**config.mk**
```make
export PLATFORM = sky130hd
export DESIGN_NAME = tbird_light_decoder
export DESIGN_NICKNAME = d
export VERILOG_FILES = /design/src/rtl/tbird_pkg.sv /design/src/rtl/tbird_light_decoder_classify.sv /design/src/rtl/tbird_light_decoder.sv
export SDC_FILE = /design/constraint.sdc
export NUM_CORES = 1
export LEC_CHECK = 0
export BUFFER_PORTS_ARGS = -buffer_cell sky130_fd_sc_hd__buf_4
export CAP_MARGIN = 20
export CORE_UTILIZATION = 45
export CTS_CLUSTER_DIAMETER = 150
export DETAILED_ROUTE_END_ITERATION = 8
export HOLD_SLACK_MARGIN = 0.1
export PLACE_DENSITY = 0.7
export SYNTH_ARGS = -nofsm -noshare
export SYNTH_HDL_FRONTEND = slang
export SYNTH_SLANG_ARGS = --single-unit
```
**constraint.sdc**
```tcl
create_clock -name clk -period 3.5 [get_ports clk]
set_clock_uncertainty 0.2 [all_clocks]
set_input_delay 0.875 -clock clk [delete_from_list [all_inputs] [get_ports clk]]
set_output_delay 0.875 -clock clk [all_outputs]
set_load 0.02 [all_outputs]
```
**src/rtl/tbird_pkg.sv**
```systemverilog
// rtl/tbird_pkg.sv - shared encodings for the Thunderbird tail-light decoder
package tbird_pkg;

    localparam logic [1:0] MODE_OFF   = 2'b00;
    localparam logic [1:0] MODE_LEFT  = 2'b01;
    localparam logic [1:0] MODE_RIGHT = 2'b10;
    localparam logic [1:0] MODE_HAZ   = 2'b11;

    localparam logic [5:0] PAT_OFF = 6'b000000;
    localparam logic [5:0] PAT_L1  = 6'b001000;
    localparam logic [5:0] PAT_L2  = 6'b011000;
    localparam logic [5:0] PAT_L3  = 6'b111000;
    localparam logic [5:0] PAT_R1  = 6'b000100;
    localparam logic [5:0] PAT_R2  = 6'b000110;
    localparam logic [5:0] PAT_R3  = 6'b000111;
    localparam logic [5:0] PAT_H1  = 6'b001100;
    localparam logic [5:0] PAT_H2  = 6'b011110;
    localparam logic [5:0] PAT_ALL = 6'b111111;

    typedef enum logic [3:0] {
        ST_IDLE, ST_L1, ST_L2, ST_L3, ST_R1, ST_R2, ST_R3,
        ST_H1, ST_H2, ST_H3, ST_H4, ST_H5
    } state_t;

    typedef enum logic [3:0] {
        FR_OFF, FR_L1, FR_L2, FR_L3, FR_R1, FR_R2, FR_R3,
        FR_H1, FR_H2, FR_ALL, FR_ILLEGAL
    } frame_t;

    // Entry state for a start frame; anything else lands in IDLE.
    function automatic state_t start_state(input frame_t f);
        case (f)
            FR_L1:   return ST_L1;
            FR_R1:   return ST_R1;
            FR_H1:   return ST_H1;
            default: return ST_IDLE;
        endcase
    endfunction

endpackage

```
**src/rtl/tbird_light_decoder_classify.sv**
```systemverilog
// rtl/tbird_light_decoder_classify.sv - tbird_frame_classify: lamp pattern to frame code
module tbird_frame_classify
    import tbird_pkg::*;
(
    input  logic [5:0] light,
    output frame_t     frame
);

    always_comb begin
        case (light)
            PAT_OFF: frame = FR_OFF;
            PAT_L1:  frame = FR_L1;
            PAT_L2:  frame = FR_L2;
            PAT_L3:  frame = FR_L3;
            PAT_R1:  frame = FR_R1;
            PAT_R2:  frame = FR_R2;
            PAT_R3:  frame = FR_R3;
            PAT_H1:  frame = FR_H1;
            PAT_H2:  frame = FR_H2;
            PAT_ALL: frame = FR_ALL;
            default: frame = FR_ILLEGAL;
        endcase
    end

endmodule

```
**src/rtl/tbird_light_decoder.sv**
```systemverilog
// rtl/tbird_light_decoder.sv - tail-light bus sequence checker/decoder
// Optional per-mode completion counters with TBIRD_SEQ_COUNT_EN.
module tbird_light_decoder
    import tbird_pkg::*;
#(
    parameter int ERR_CNT_W = 8,
    parameter int TIMEOUT   = 64
) (
    input  logic                 clk,
    input  logic                 reset,
    input  logic                 tick,
    input  logic [5:0]           light,
    output logic [1:0]           mode,
    output logic                 busy,
    output logic                 seq_done,
    output logic                 err,
    output logic [ERR_CNT_W-1:0] err_count
`ifdef TBIRD_SEQ_COUNT_EN
    ,
    output logic [15:0]          left_cnt,
    output logic [15:0]          right_cnt,
    output logic [15:0]          haz_cnt
`endif
);

    localparam logic [15:0] TO_LIM = 16'(TIMEOUT);

    frame_t frame;
    state_t state_q, state_d, adv;
    logic [1:0] mode_q, mode_d, fin_mode;
    logic busy_q, busy_d, done_q, done_d, err_q, err_d;
    logic exp_ok, fin;
    logic [ERR_CNT_W-1:0] ecnt_q, ecnt_d;
    logic [15:0] to_q, to_d;
`ifdef TBIRD_SEQ_COUNT_EN
    logic [15:0] lcnt_q, lcnt_d, rcnt_q, rcnt_d, hcnt_q, hcnt_d;
`endif

    tbird_frame_classify u_classify (
        .light (light),
        .frame (frame)
    );

    always_comb begin
        state_d  = state_q;
        mode_d   = mode_q;
        busy_d   = busy_q;
        done_d   = 1'b0;
        err_d    = 1'b0;
        ecnt_d   = ecnt_q;
        to_d     = to_q;
        exp_ok   = 1'b0;
        fin      = 1'b0;
        fin_mode = MODE_OFF;
        adv      = ST_IDLE;
`ifdef TBIRD_SEQ_COUNT_EN
        lcnt_d = lcnt_q;
        rcnt_d = rcnt_q;
        hcnt_d = hcnt_q;
`endif
        if (tick) begin
            case (state_q)
                ST_IDLE: begin
                    adv    = start_state(frame);
                    exp_ok = (frame == FR_OFF) || (adv != ST_IDLE);
                end
                ST_L1: begin exp_ok = (frame == FR_L2);  adv = ST_L2; end
                ST_L2: begin exp_ok = (frame == FR_L3);  adv = ST_L3; end
                ST_L3: begin exp_ok = (frame == FR_OFF); fin = 1'b1; fin_mode = MODE_LEFT; end
                ST_R1: begin exp_ok = (frame == FR_R2);  adv = ST_R2; end
                ST_R2: begin exp_ok = (frame == FR_R3);  adv = ST_R3; end
                ST_R3: begin exp_ok = (frame == FR_OFF); fin = 1'b1; fin_mode = MODE_RIGHT; end
                ST_H1: begin exp_ok = (frame == FR_H2);  adv = ST_H2; end
                ST_H2: begin exp_ok = (frame == FR_ALL); adv = ST_H3; end
                ST_H3: begin exp_ok = (frame == FR_OFF); adv = ST_H4; end
                ST_H4: begin exp_ok = (frame == FR_ALL); adv = ST_H5; end
                ST_H5: begin exp_ok = (frame == FR_OFF); fin = 1'b1; fin_mode = MODE_HAZ; end
                default: begin exp_ok = 1'b0; adv = ST_IDLE; end
            endcase

            // A bad frame that happens to be a start frame begins a new sequence at once.
            if (exp_ok) begin
                state_d = adv;
            end else begin
                state_d = start_state(frame);
                err_d   = 1'b1;
                if (ecnt_q != '1)
                    ecnt_d = ecnt_q + 1'b1;
            end

            if (exp_ok && fin) begin
                done_d = 1'b1;
                mode_d = fin_mode;
                to_d   = '0;
`ifdef TBIRD_SEQ_COUNT_EN
                if (fin_mode == MODE_LEFT  && lcnt_q != 16'hFFFF) lcnt_d = lcnt_q + 16'd1;
                if (fin_mode == MODE_RIGHT && rcnt_q != 16'hFFFF) rcnt_d = rcnt_q + 16'd1;
                if (fin_mode == MODE_HAZ   && hcnt_q != 16'hFFFF) hcnt_d = hcnt_q + 16'd1;
`endif
            end else if (to_q != TO_LIM) begin
                to_d = to_q + 16'd1;
                if (to_d == TO_LIM)
                    mode_d = MODE_OFF;
            end

            busy_d = (state_d != ST_IDLE);
        end
    end

    always_ff @(posedge clk or posedge reset) begin
        if (reset) begin
            state_q <= ST_IDLE;
            mode_q  <= MODE_OFF;
            busy_q  <= 1'b0;
            done_q  <= 1'b0;
            err_q   <= 1'b0;
            ecnt_q  <= '0;
            to_q    <= '0;
`ifdef TBIRD_SEQ_COUNT_EN
            lcnt_q  <= '0;
            rcnt_q  <= '0;
            hcnt_q  <= '0;
`endif
        end else begin
            state_q <= state_d;
            mode_q  <= mode_d;
            busy_q  <= busy_d;
            done_q  <= done_d;
            err_q   <= err_d;
            ecnt_q  <= ecnt_d;
            to_q    <= to_d;
`ifdef TBIRD_SEQ_COUNT_EN
            lcnt_q  <= lcnt_d;
            rcnt_q  <= rcnt_d;
            hcnt_q  <= hcnt_d;
`endif
        end
    end

    assign mode      = mode_q;
    assign busy      = busy_q;
    assign seq_done  = done_q;
    assign err       = err_q;
    assign err_count = ecnt_q;
`ifdef TBIRD_SEQ_COUNT_EN
    assign left_cnt  = lcnt_q;
    assign right_cnt = rcnt_q;
    assign haz_cnt   = hcnt_q;
`endif

endmodule

```
==> run_results.csv, run 1 <==
group,metric,value,unit
setup_path,crit_path_start_kind,"input pin",
setup_path,cp-startpoint,"light[0]",
route,wire_per_inst,14.2,um
placement,placement.io_buffers,21,
setup_path,r2r.worst_path.cells,6,
route,remaining_drc_errors,0,
logic_synthesis,ys.warnings.count,0,
logic_synthesis,syn-mean-instance-area,8.41,um^2
logic_synthesis,netlist.area_leader.share,33.7,%
cells_and_area,layout_cell_share_with_drive_strength_beyond_1,21.4,%
global_routing,grt_pass1_vias,2083,
clocking,worst_setup_hold_path_clk_slew,0.07,ns
sta,total_negative_setup_slack,0,ns
power_and_ir_drop,leakage,1.26,nW
cells_and_area,n_antenna_cell,0,
route,drt_pre_antenna_iters,4,
logic_synthesis,synth_top_flop_cell,"sky130_fd_sc_hd__dfrtp_1",
clocking,cts_tree,"built",
setup_path,worstPathCellList,"buf_4 > or4_4 > o22ai_4 > o21ai_2 > and4b_1 > or3_1 > a31o_2 > or3_4 > mux2_4",
setup_path,critical_path.endpoint_type,"flop",
run_status,run_status,"completed",
clocking,cts_hold_buf,0,
clocking,ctsRootBufferMaster,"sky130_fd_sc_hd__clkbuf_8",
logic_synthesis,synth_edf_count,0,
global_routing,groute.usage.overall,21.3,%
setup_path,path_max_fanout,4,
sta,tightestPinTransition,0.695,ns
global_routing,grt_max_degree,19,
placement,dpl.hpwl,4.15,mm
global_routing,overflow,0,
die,initial_utilization,47.3,%
clocking,cts.htree.levels,2,
setup_path,critPathSlowestCell,"sky130_fd_sc_hd__or4_4",
logic_synthesis,synth_top_cell_by_area,"sky130_fd_sc_hd__dfrtp_1",
route,route.final.wire_length,5.58,mm
power_and_ir_drop,power.total,1.50,mW
setup_path,worst_ep_arrival_time,3.30,ns
setup_path,cp_top_family,"simple AND/OR/NAND/NOR gates",
setup_path,timing.reg2reg.setup_slack,0.69,ns
die,die_outline_area,5740,um^2
power_and_ir_drop,powerDensity,535,nW/um^2
clocking,post-cts-setup-buffer-count,0,
hold_path,hold-path-endpoint,"err_count[4]",
die,core_area,5170,um^2
power_and_ir_drop,vdd_ir_drop_max,0.455,mV
setup_path,critical_path.n_buffers_inverters,1,
logic_synthesis,synth_top_cells_by_count,"33 x sky130_fd_sc_hd__dfrtp_1, 25 x sky130_fd_sc_hd__nand2_1, 24 x sky130_fd_sc_hd__nor2_1, 21 x sky130_fd_sc_hd__o21ai_0, 18 x sky130_fd_sc_hd__nand3_1",
global_routing,grt_pass1_wl,9.29,mm
logic_synthesis,synth.ff_latch_count,33,
sta,drv_slew,0,
sta,finalSetupViolations,0,
logic_synthesis,synth_most_common_cell,"sky130_fd_sc_hd__dfrtp_1",
setup_path,crit-reg2reg-capture,"to_q[11]",
logic_synthesis,synthCells,291,
die,die_extent_in_x,75.8,um
global_routing,antenna_found_initial,0,
sta,min_period_over_period,95.4,%
cells_and_area,area_delta_synth_final,14.2,%
sta,timing_hold_violations_final,0,
sta,final_critical_path_setup_slack,0.162,ns
clocking,numClockSinks,33,
sta,finalHoldWorstSlack,0.296,ns
setup_path,maximum_single_stage_delay_on_the_critical_path,0.55,ns
route,drt_iter0_drc,138,
hold_path,worst_hold_path.num_cells,1,
logic_synthesis,yosysUniqueCellTypes,65,
sta,fmax,300,MHz
sta,max-slew-margin-rel,53.2,%
clocking,bufs_on_longest_clock_path,2,
placement,gpl.final_weighted_congestion,0.919,
clocking,cts_buffers,5,
setup_path,criticalPathCategory,"input pin to flop",
hold_path,min_path_type,"flop to flop",
logic_synthesis,synth_fp_nets,303,
run,max-cap-violations,0,
placement,detailedPlace.worstSlack,-0.121,ns
logic_synthesis,async_reset_ff_share,100,%
route,vias_per_cell,5.80,
logic_synthesis,synth_seq_area_share,33.7,%
die,die_h,75.8,um
setup_path,cp.required,3.47,ns
logic_synthesis,mappedNetlistArea,2450,um^2
clocking,post_cts.resized_instances,0,
sta,min_period,3.34,ns
setup_path,crit-reg2reg-launch,"state_q[0]",
route,route.vias.total,2273,
logic_synthesis,post_synth_main_area_contributors,"sky130_fd_sc_hd__dfrtp_1 34%, sky130_fd_sc_hd__o21ai_0 4.3%, sky130_fd_sc_hd__nand2_1 3.8%",
die,io-pin-count,22,
sta,rsz0062_at_grt,"no",
route,antenna_violating_nets_post_route,0,
hold_path,holdCritStartpoint,"err_count[4]",
die,num_rows,26,
cells_and_area,net_count_final,333,
clocking,insertion_delay,0.28,ns
-- stage by stage --
step	cell area, um^2	instances	util (%)
floorplan	2450	291	-
global placement	2710	384	52.4
detailed placement	2710	384	52.4
CTS	2800	392	54.1
global route	2800	392	54.1
finish	2800	392	54.1
-- final cells by class --
type,count,area [um^2]
Clock buffer,5,68.8
Clock inverter,3,17.5
Fill cell,474,2380
Inverter,12,45.0
Multi-Input combinational cell,228,1440
Sequential cell,33,826
Tap cell,70,87.6
Timing Repair Buffer,41,308
-- sequential cells by signal, summed over array words and instances (netlist names) --
| name | count |
|---|---|
| err | 1 |
| seq_done | 1 |
| err_count | 8 |
| mode | 2 |
| to_q | 16 |
| busy | 1 |
| state_q | 4 |
-- power breakdown --
part | total [mW] | switching [mW] | internal [mW] | leakage, nW
combinational | 0.567 | 0.299 | 0.268 | 0.802
clock | 0.278 | 0.141 | 0.137 | 0.0439
sequential | 0.652 | 0.163 | 0.489 | 0.415
-- routing by layer --
layer,vias to the layer above,track usage [%],routed length (um)
met2,47,34.7,2690
li1,1140,-,-
met3,8,4.10,211
met5,-,0,0
met4,0,8.02,75
met1,1078,27.9,2610
-- worst max path at each step --
stage,endpoint,slack [ns],cells past startpoint
floorplan,err_count[1],0.01,9
global placement,err_count[1],-0.09,9
detailed placement,err_count[1],-0.12,9
CTS,err_count[1],0.17,9
global route,err_count[1],0.07,9
finish,err_count[1],0.16,9
-- cell families (layout without fill, tap and decap cells) --
logic type | count (synthesis) | after routing | share of synthesized area [%]
buffers and inverters | 30 | 61 | 7.31
and+or+nand+nor | 136 | 136 | 29.9
muxes | 4 | 4 | 1.89
xor gates and xnor gates | 6 | 6 | 2.15
AOI/OAI and AO/OA | 79 | 79 | 23.5
adders and majority gates | 3 | 3 | 1.53
DFF | 33 | 33 | 33.7
-- cells in the final DEF (no fill, tap or decap), types with 3 or more instances in the layout --
| master | Yosys | layout |
|---|---|---|
| sky130_fd_sc_hd__a211o_1 | 5 | 5 |
| sky130_fd_sc_hd__a21o_1 | 9 | 9 |
| sky130_fd_sc_hd__a21oi_1 | 11 | 11 |
| sky130_fd_sc_hd__a31o_2 | 4 | 4 |
| sky130_fd_sc_hd__a31oi_1 | 4 | 4 |
| sky130_fd_sc_hd__and3_1 | 5 | 5 |
| sky130_fd_sc_hd__and4_1 | 3 | 3 |
| sky130_fd_sc_hd__buf_4 | 1 | 41 |
| sky130_fd_sc_hd__clkbuf_8 | 3 | 5 |
| sky130_fd_sc_hd__dfrtp_1 | 33 | 33 |
| sky130_fd_sc_hd__ha_1 | 3 | 3 |
| sky130_fd_sc_hd__inv_1 | 12 | 12 |
| sky130_fd_sc_hd__nand2_1 | 25 | 25 |
| sky130_fd_sc_hd__nand2b_1 | 6 | 6 |
| sky130_fd_sc_hd__nand3_1 | 18 | 18 |
| sky130_fd_sc_hd__nand4_1 | 3 | 3 |
| sky130_fd_sc_hd__nor2_1 | 24 | 24 |
| sky130_fd_sc_hd__nor3_1 | 17 | 17 |
| sky130_fd_sc_hd__nor3b_1 | 5 | 5 |
| sky130_fd_sc_hd__nor4_1 | 8 | 8 |
| sky130_fd_sc_hd__o21ai_0 | 21 | 21 |
| sky130_fd_sc_hd__o22ai_1 | 3 | 3 |
| sky130_fd_sc_hd__or3_1 | 3 | 3 |
| sky130_fd_sc_hd__xnor2_1 | 4 | 4 |
No activity file was read; power rests on OpenSTA's default activity.
==> inputs of run 2 (changes only) <==
Settings changed: CORE_UTILIZATION 45 to 60, PLACE_DENSITY 0.7 to 0.87.
==> run_results.csv, run 2 (synthesis gave the netlist of run 1 again) <==
group,metric,value,unit
power_and_ir_drop,power.total,1.51,mW
route,remaining_drc_errors,0,
sta,tightestPinTransition,0.732,ns
power_and_ir_drop,swShare,39.6,%
hold_path,min_path_type,"flop to flop",
placement,gpl.final_weighted_congestion,0.970,
route,route.vias.total,2354,
placement,placement.io_buffers,21,
power_and_ir_drop,powerDensity,547,nW/um^2
clocking,insertion_delay,0.29,ns
setup_path,critical_path.endpoint_type,"flop",
die,initial_utilization,64.5,%
setup_path,path_max_fanout,5,
power_and_ir_drop,internal-power,910,uW
sta,drv_slew,0,
clocking,cts_hold_buf,0,
cells_and_area,final_non_filler_cell_area,2750,um^2
cells_and_area,mostFrequentLayoutCell,"sky130_fd_sc_hd__buf_4",
power_and_ir_drop,netSwitchingPower,597,uW
clocking,numClockSinks,33,
power_and_ir_drop,comb_power_share,37.1,%
setup_path,crit_path_start_kind,"input pin",
power_and_ir_drop,vdd_ir_drop_max,0.498,mV
die,core_area,3800,um^2
clocking,cts_tree,"built",
sta,final_critical_path_setup_slack,0.170,ns
sta,finalSetupViolations,0,
clocking,bufs_on_longest_clock_path,2,
clocking,worst_setup_hold_path_clk_slew,0.07,ns
clocking,post-cts-setup-buffer-count,0,
power_and_ir_drop,leakage,1.25,nW
cells_and_area,finalNonFillerCells,367,
global_routing,grt_max_degree,34,
die,die_extent_in_x,65.9,um
run_status,run_status,"completed",
clocking,cts.htree.levels,2,
route,route.final.wire_length,5.59,mm
die,die_h,65.9,um
route,vias_per_cell,6.41,
global_routing,antenna_found_initial,0,
cells_and_area,layout_cell_share_with_drive_strength_beyond_1,20.4,%
cells_and_area,n_antenna_cell,0,
cells_and_area,area_delta_synth_final,12.5,%
die,num_rows,22,
setup_path,worst_ep_arrival_time,3.31,ns
die,die_outline_area,4340,um^2
power_and_ir_drop,seqPwrFrac,43.3,%
global_routing,overflow,0,
hold_path,holdCritStartpoint,"err_count[3]",
route,drt_pre_antenna_iters,5,
clocking,post_cts.resized_instances,0,
setup_path,criticalPathCategory,"input pin to flop",
cells_and_area,layout_common_cells,"39 x sky130_fd_sc_hd__buf_4, 33 x sky130_fd_sc_hd__dfrtp_1, 25 x sky130_fd_sc_hd__nand2_1, 24 x sky130_fd_sc_hd__nor2_1, 21 x sky130_fd_sc_hd__o21ai_0",
route,drt_iter0_drc,251,
sta,max-slew-margin-rel,50.7,%
placement,postPlaceCellArea,2670,um^2
setup_path,cp.required,3.48,ns
cells_and_area,final_util,72.5,%
placement,dpl.hpwl,3.96,mm
sta,timing_hold_violations_final,0,
setup_path,cp-startpoint,"light[0]",
route,antenna_violating_nets_post_route,0,
placement,placedCellCount,360,
cells_and_area,largest_register_ffs,16,
cells_and_area,net_count_final,331,
global_routing,groute.usage.overall,29.0,%
cells_and_area,n_fill_cell,294,
clocking,ctsRootBufferMaster,"sky130_fd_sc_hd__clkbuf_8",
run,max-cap-violations,0,
die,io-pin-count,22,
cells_and_area,max_flop_register,"to_q",
sta,rsz0062_at_grt,"no",
sta,fmax,300,MHz
route,wire_per_inst,15.2,um
sta,total_negative_setup_slack,0,ns
global_routing,grt_pass1_vias,2121,
placement,detailedPlace.worstSlack,-0.121,ns
clocking,cts_buffers,5,
global_routing,grt_pass1_wl,9.63,mm
power_and_ir_drop,clock_power_share,19.6,%
sta,min_period,3.33,ns
sta,min_period_over_period,95.1,%
sta,finalHoldWorstSlack,0.329,ns
setup_path,timing.reg2reg.setup_slack,0.76,ns
setup_path,crit-reg2reg-launch,"state_q[0]",
[run 2: cell types whose count changed in the layout (fill, tap and decap cells not counted)]
cell / change
sky130_fd_sc_hd__buf_4: -2
sky130_fd_sc_hd__clkbuf_1: +1
sky130_fd_sc_hd__clkbuf_8: +1
sky130_fd_sc_hd__clkinv_2: -2
sky130_fd_sc_hd__clkinvlp_4: -1
[run 2: power by group through the flow]
stage | Clock, mW | Sequential, mW | Combinational [mW]
floorplan | 0 | 0.647 | 0.376
global placement | 0 | 0.647 | 0.535
CTS | 0.298 | 0.649 | 0.559
detailed placement | 0 | 0.653 | 0.554
global route | 0.315 | 0.674 | 0.618
finish | 0.296 | 0.653 | 0.559
[run 2: cell type report]
cell class                 count  area (um^2)  share of cell area, %
clock buffer                   7         86.3                   3.13
inverter                      12         45.0                   1.64
multi-input combinational    228         1440                   52.4
sequential                    33          826                   30.0
tap                           48         60.1                   2.18
timing repair buffer          39          293                   10.6
[run 2: routing by layer]
| metal | wire (um) | track usage (%) | up-vias |
|---|---|---|---|
| met5 | 0 | 0 | - |
| met4 | 116 | 14.7 | 0 |
| met3 | 327 | 6.21 | 12 |
| met2 | 2630 | 43.4 | 92 |
| met1 | 2520 | 39.3 | 1119 |
| li1 | - | - | 1131 |
[run 2: worst paths after layout]
| kind | to | cells past startpoint |
|---|---|---|
| max | err_count[1] | 9 |
| min | err_count[3] | 1 |
| max reg2reg | err_count[1] | 8 |
| min reg2reg | err_count[3] | 1 |
| max in group asynchronous | err_count[5] | 3 |
| min in group asynchronous | err_count[0] | 3 |
[run 2: worst max-delay path: stages]
cell	delay, ns
sky130_fd_sc_hd__buf_4	0.12
sky130_fd_sc_hd__or4_4	0.55
sky130_fd_sc_hd__o22ai_4	0.19
sky130_fd_sc_hd__o21ai_2	0.07
sky130_fd_sc_hd__and4b_1	0.20
sky130_fd_sc_hd__or3_1	0.36
sky130_fd_sc_hd__a31o_2	0.25
sky130_fd_sc_hd__or3_4	0.38
sky130_fd_sc_hd__mux2_4	0.30
==> inputs of run 3 (changes only) <==
Settings changed: CTS_CLUSTER_SIZE from default to 12, PLACE_DENSITY 0.87 to 0.8.
==> run_results.csv, run 3 (synthesis gave the netlist of run 1 again) <==
group,metric,value,unit
die,die_outline_area,4340,um^2
run,max-cap-violations,0,
setup_path,criticalPathCategory,"input pin to flop",
hold_path,hold-path-endpoint,"err_count[4]",
setup_path,critical_path.endpoint_type,"flop",
placement,postPlaceCellArea,2670,um^2
setup_path,maximum_single_stage_delay_on_the_critical_path,0.55,ns
global_routing,groute.usage.overall,29.6,%
route,drt_pre_antenna_iters,6,
global_routing,antenna_found_initial,0,
route,drt_iter0_drc,240,
die,initial_utilization,64.5,%
clocking,cts_buffers,5,
cells_and_area,max_flop_register,"to_q",
setup_path,worstPathCellList,"buf_4 > or4_4 > o22ai_4 > o21ai_2 > and4b_1 > or3_1 > a31o_2 > or3_4 > mux2_4",
run_status,run_status,"completed",
placement,gpl.final_weighted_congestion,0.935,
clocking,insertion_delay,0.29,ns
sta,min_period,3.35,ns
cells_and_area,n_fill_cell,322,
placement,detailedPlace.worstSlack,-0.125,ns
global_routing,grt_pass1_vias,2055,
global_routing,grt_max_degree,34,
sta,tightestPinTransition,0.650,ns
hold_path,holdCritStartpoint,"err_count[4]",
setup_path,r2r.worst_path.cells,8,
cells_and_area,layout_common_cells,"36 x sky130_fd_sc_hd__buf_4, 33 x sky130_fd_sc_hd__dfrtp_1, 25 x sky130_fd_sc_hd__nand2_1, 24 x sky130_fd_sc_hd__nor2_1, 21 x sky130_fd_sc_hd__o21ai_0",
sta,finalSetupViolations,0,
die,num_rows,22,
setup_path,critPathSlowestCell,"sky130_fd_sc_hd__or4_4",
route,remaining_drc_errors,0,
sta,fmax,299,MHz
sta,timing_hold_violations_final,0,
clocking,ctsRootBufferMaster,"sky130_fd_sc_hd__clkbuf_8",
power_and_ir_drop,leakage,1.25,nW
cells_and_area,n_antenna_cell,0,
hold_path,min_path_type,"flop to flop",
sta,final_critical_path_setup_slack,0.154,ns
setup_path,crit-reg2reg-capture,"err_count[1]",
clocking,worst_setup_hold_path_clk_slew,0.07,ns
sta,rsz0062_at_grt,"no",
route,wire_per_inst,15.4,um
setup_path,cp.required,3.48,ns
hold_path,worst_hold_path.num_cells,1,
die,die_h,65.9,um
clocking,numClockSinks,33,
setup_path,crit_path_start_kind,"input pin",
route,route.final.wire_length,5.65,mm
clocking,cts.htree.levels,2,
clocking,cts_tree,"built",
setup_path,worst_ep_arrival_time,3.32,ns
power_and_ir_drop,vdd_ir_drop_max,0.426,mV
power_and_ir_drop,powerDensity,547,nW/um^2
setup_path,path_max_fanout,4,
die,core_area,3800,um^2
route,vias_per_cell,6.36,
cells_and_area,area_delta_synth_final,12.6,%
placement,dpl.hpwl,3.87,mm
clocking,bufs_on_longest_clock_path,2,
sta,min_period_over_period,95.6,%
route,route.vias.total,2329,
setup_path,timing.reg2reg.setup_slack,0.72,ns
cells_and_area,largest_register_ffs,16,
cells_and_area,final_non_filler_cell_area,2760,um^2
placement,placement.io_buffers,21,
global_routing,grt_pass1_wl,9.66,mm
die,io-pin-count,22,
die,die_extent_in_x,65.9,um
clocking,post-cts-setup-buffer-count,0,
cells_and_area,layout_cell_share_with_drive_strength_beyond_1,20.8,%
route,antenna_violating_nets_post_route,0,
setup_path,crit-reg2reg-launch,"state_q[0]",
cells_and_area,net_count_final,329,
cells_and_area,mostFrequentLayoutCell,"sky130_fd_sc_hd__buf_4",
global_routing,overflow,0,
sta,max-slew-margin-rel,56.3,%
sta,drv_slew,0,
-- run 3: critical path, delay by kind of cell --
family,cells,cell delay (ns)
buffers and inverters,1,0.12
muxes,1,0.30
and+or+nand+nor,4,1.51
AOI/OAI and AO/OA,3,0.51
-- run 3: final cells by class --
type | count | area [um^2] | share of cell area (%)
multi-input cells | 228 | 1450 | 52.6
clock inverters | 3 | 17.5 | 0.635
well taps | 48 | 60.1 | 2.18
clock buffers | 5 | 68.8 | 2.50
repair buffers | 37 | 290 | 10.5
inverters | 12 | 45.0 | 1.63
flip-flops and latches | 33 | 826 | 29.9
-- run 3: worst max-delay path by stage --
| stage | startpoint | to | slack [ns] |
|---|---|---|---|
| final | light[0] | err_count[1] | 0.15 |
| after CTS | light[0] | err_count[1] | 0.18 |
| after detailed placement | light[0] | err_count[1] | -0.12 |
| after global placement | light[0] | err_count[1] | -0.08 |
| after floorplan | light[4] | err_count[1] | 0.01 |
| after global routing | light[0] | err_count[5] | 0.05 |
-- run 3: metrics by stage --
| step | setup TNS [ns] | total power, mW | std cells | utilization, % | hold slack (ns) |
|---|---|---|---|---|---|
| after global routing | 0 | 1.60 | 366 | 72.6 | 0.303 |
| after CTS | 0 | 1.50 | 366 | 72.4 | 0.298 |
| after floorplan | 0 | 1.02 | 291 | - | 0.317 |
| after detailed placement | -0.455 | 1.21 | 358 | 70.2 | 0.284 |
| final | 0 | 1.51 | 366 | 72.6 | 0.305 |
| after global placement | -0.179 | 1.19 | 358 | 70.2 | 0.290 |
-- run 3: metal layers --
layer	GRT usage, %	part of all wire, %	vias up	routed length [um]
li1	-	-	1125	-
met1	43.5	47	1098	2630
met2	42.6	45	89	2560
met3	5.17	6.3	17	355
met4	12.0	1.9	0	108
met5	0	0	-	0
-- run 3: repair_timing --
| item | CTS | global route |
|---|---|---|
| setup endpoints to repair | 0 | 1 |
| resized for setup | 0 | 1 |
| hold buffers | 0 | 0 |
-- run 3: report_power, final --
group	internal [mW]	leakage, nW	switching, mW
logic	0.267	0.788	0.299
registers	0.488	0.415	0.168
clock network	0.137	0.0439	0.149
total	0.892	1.25	0.616
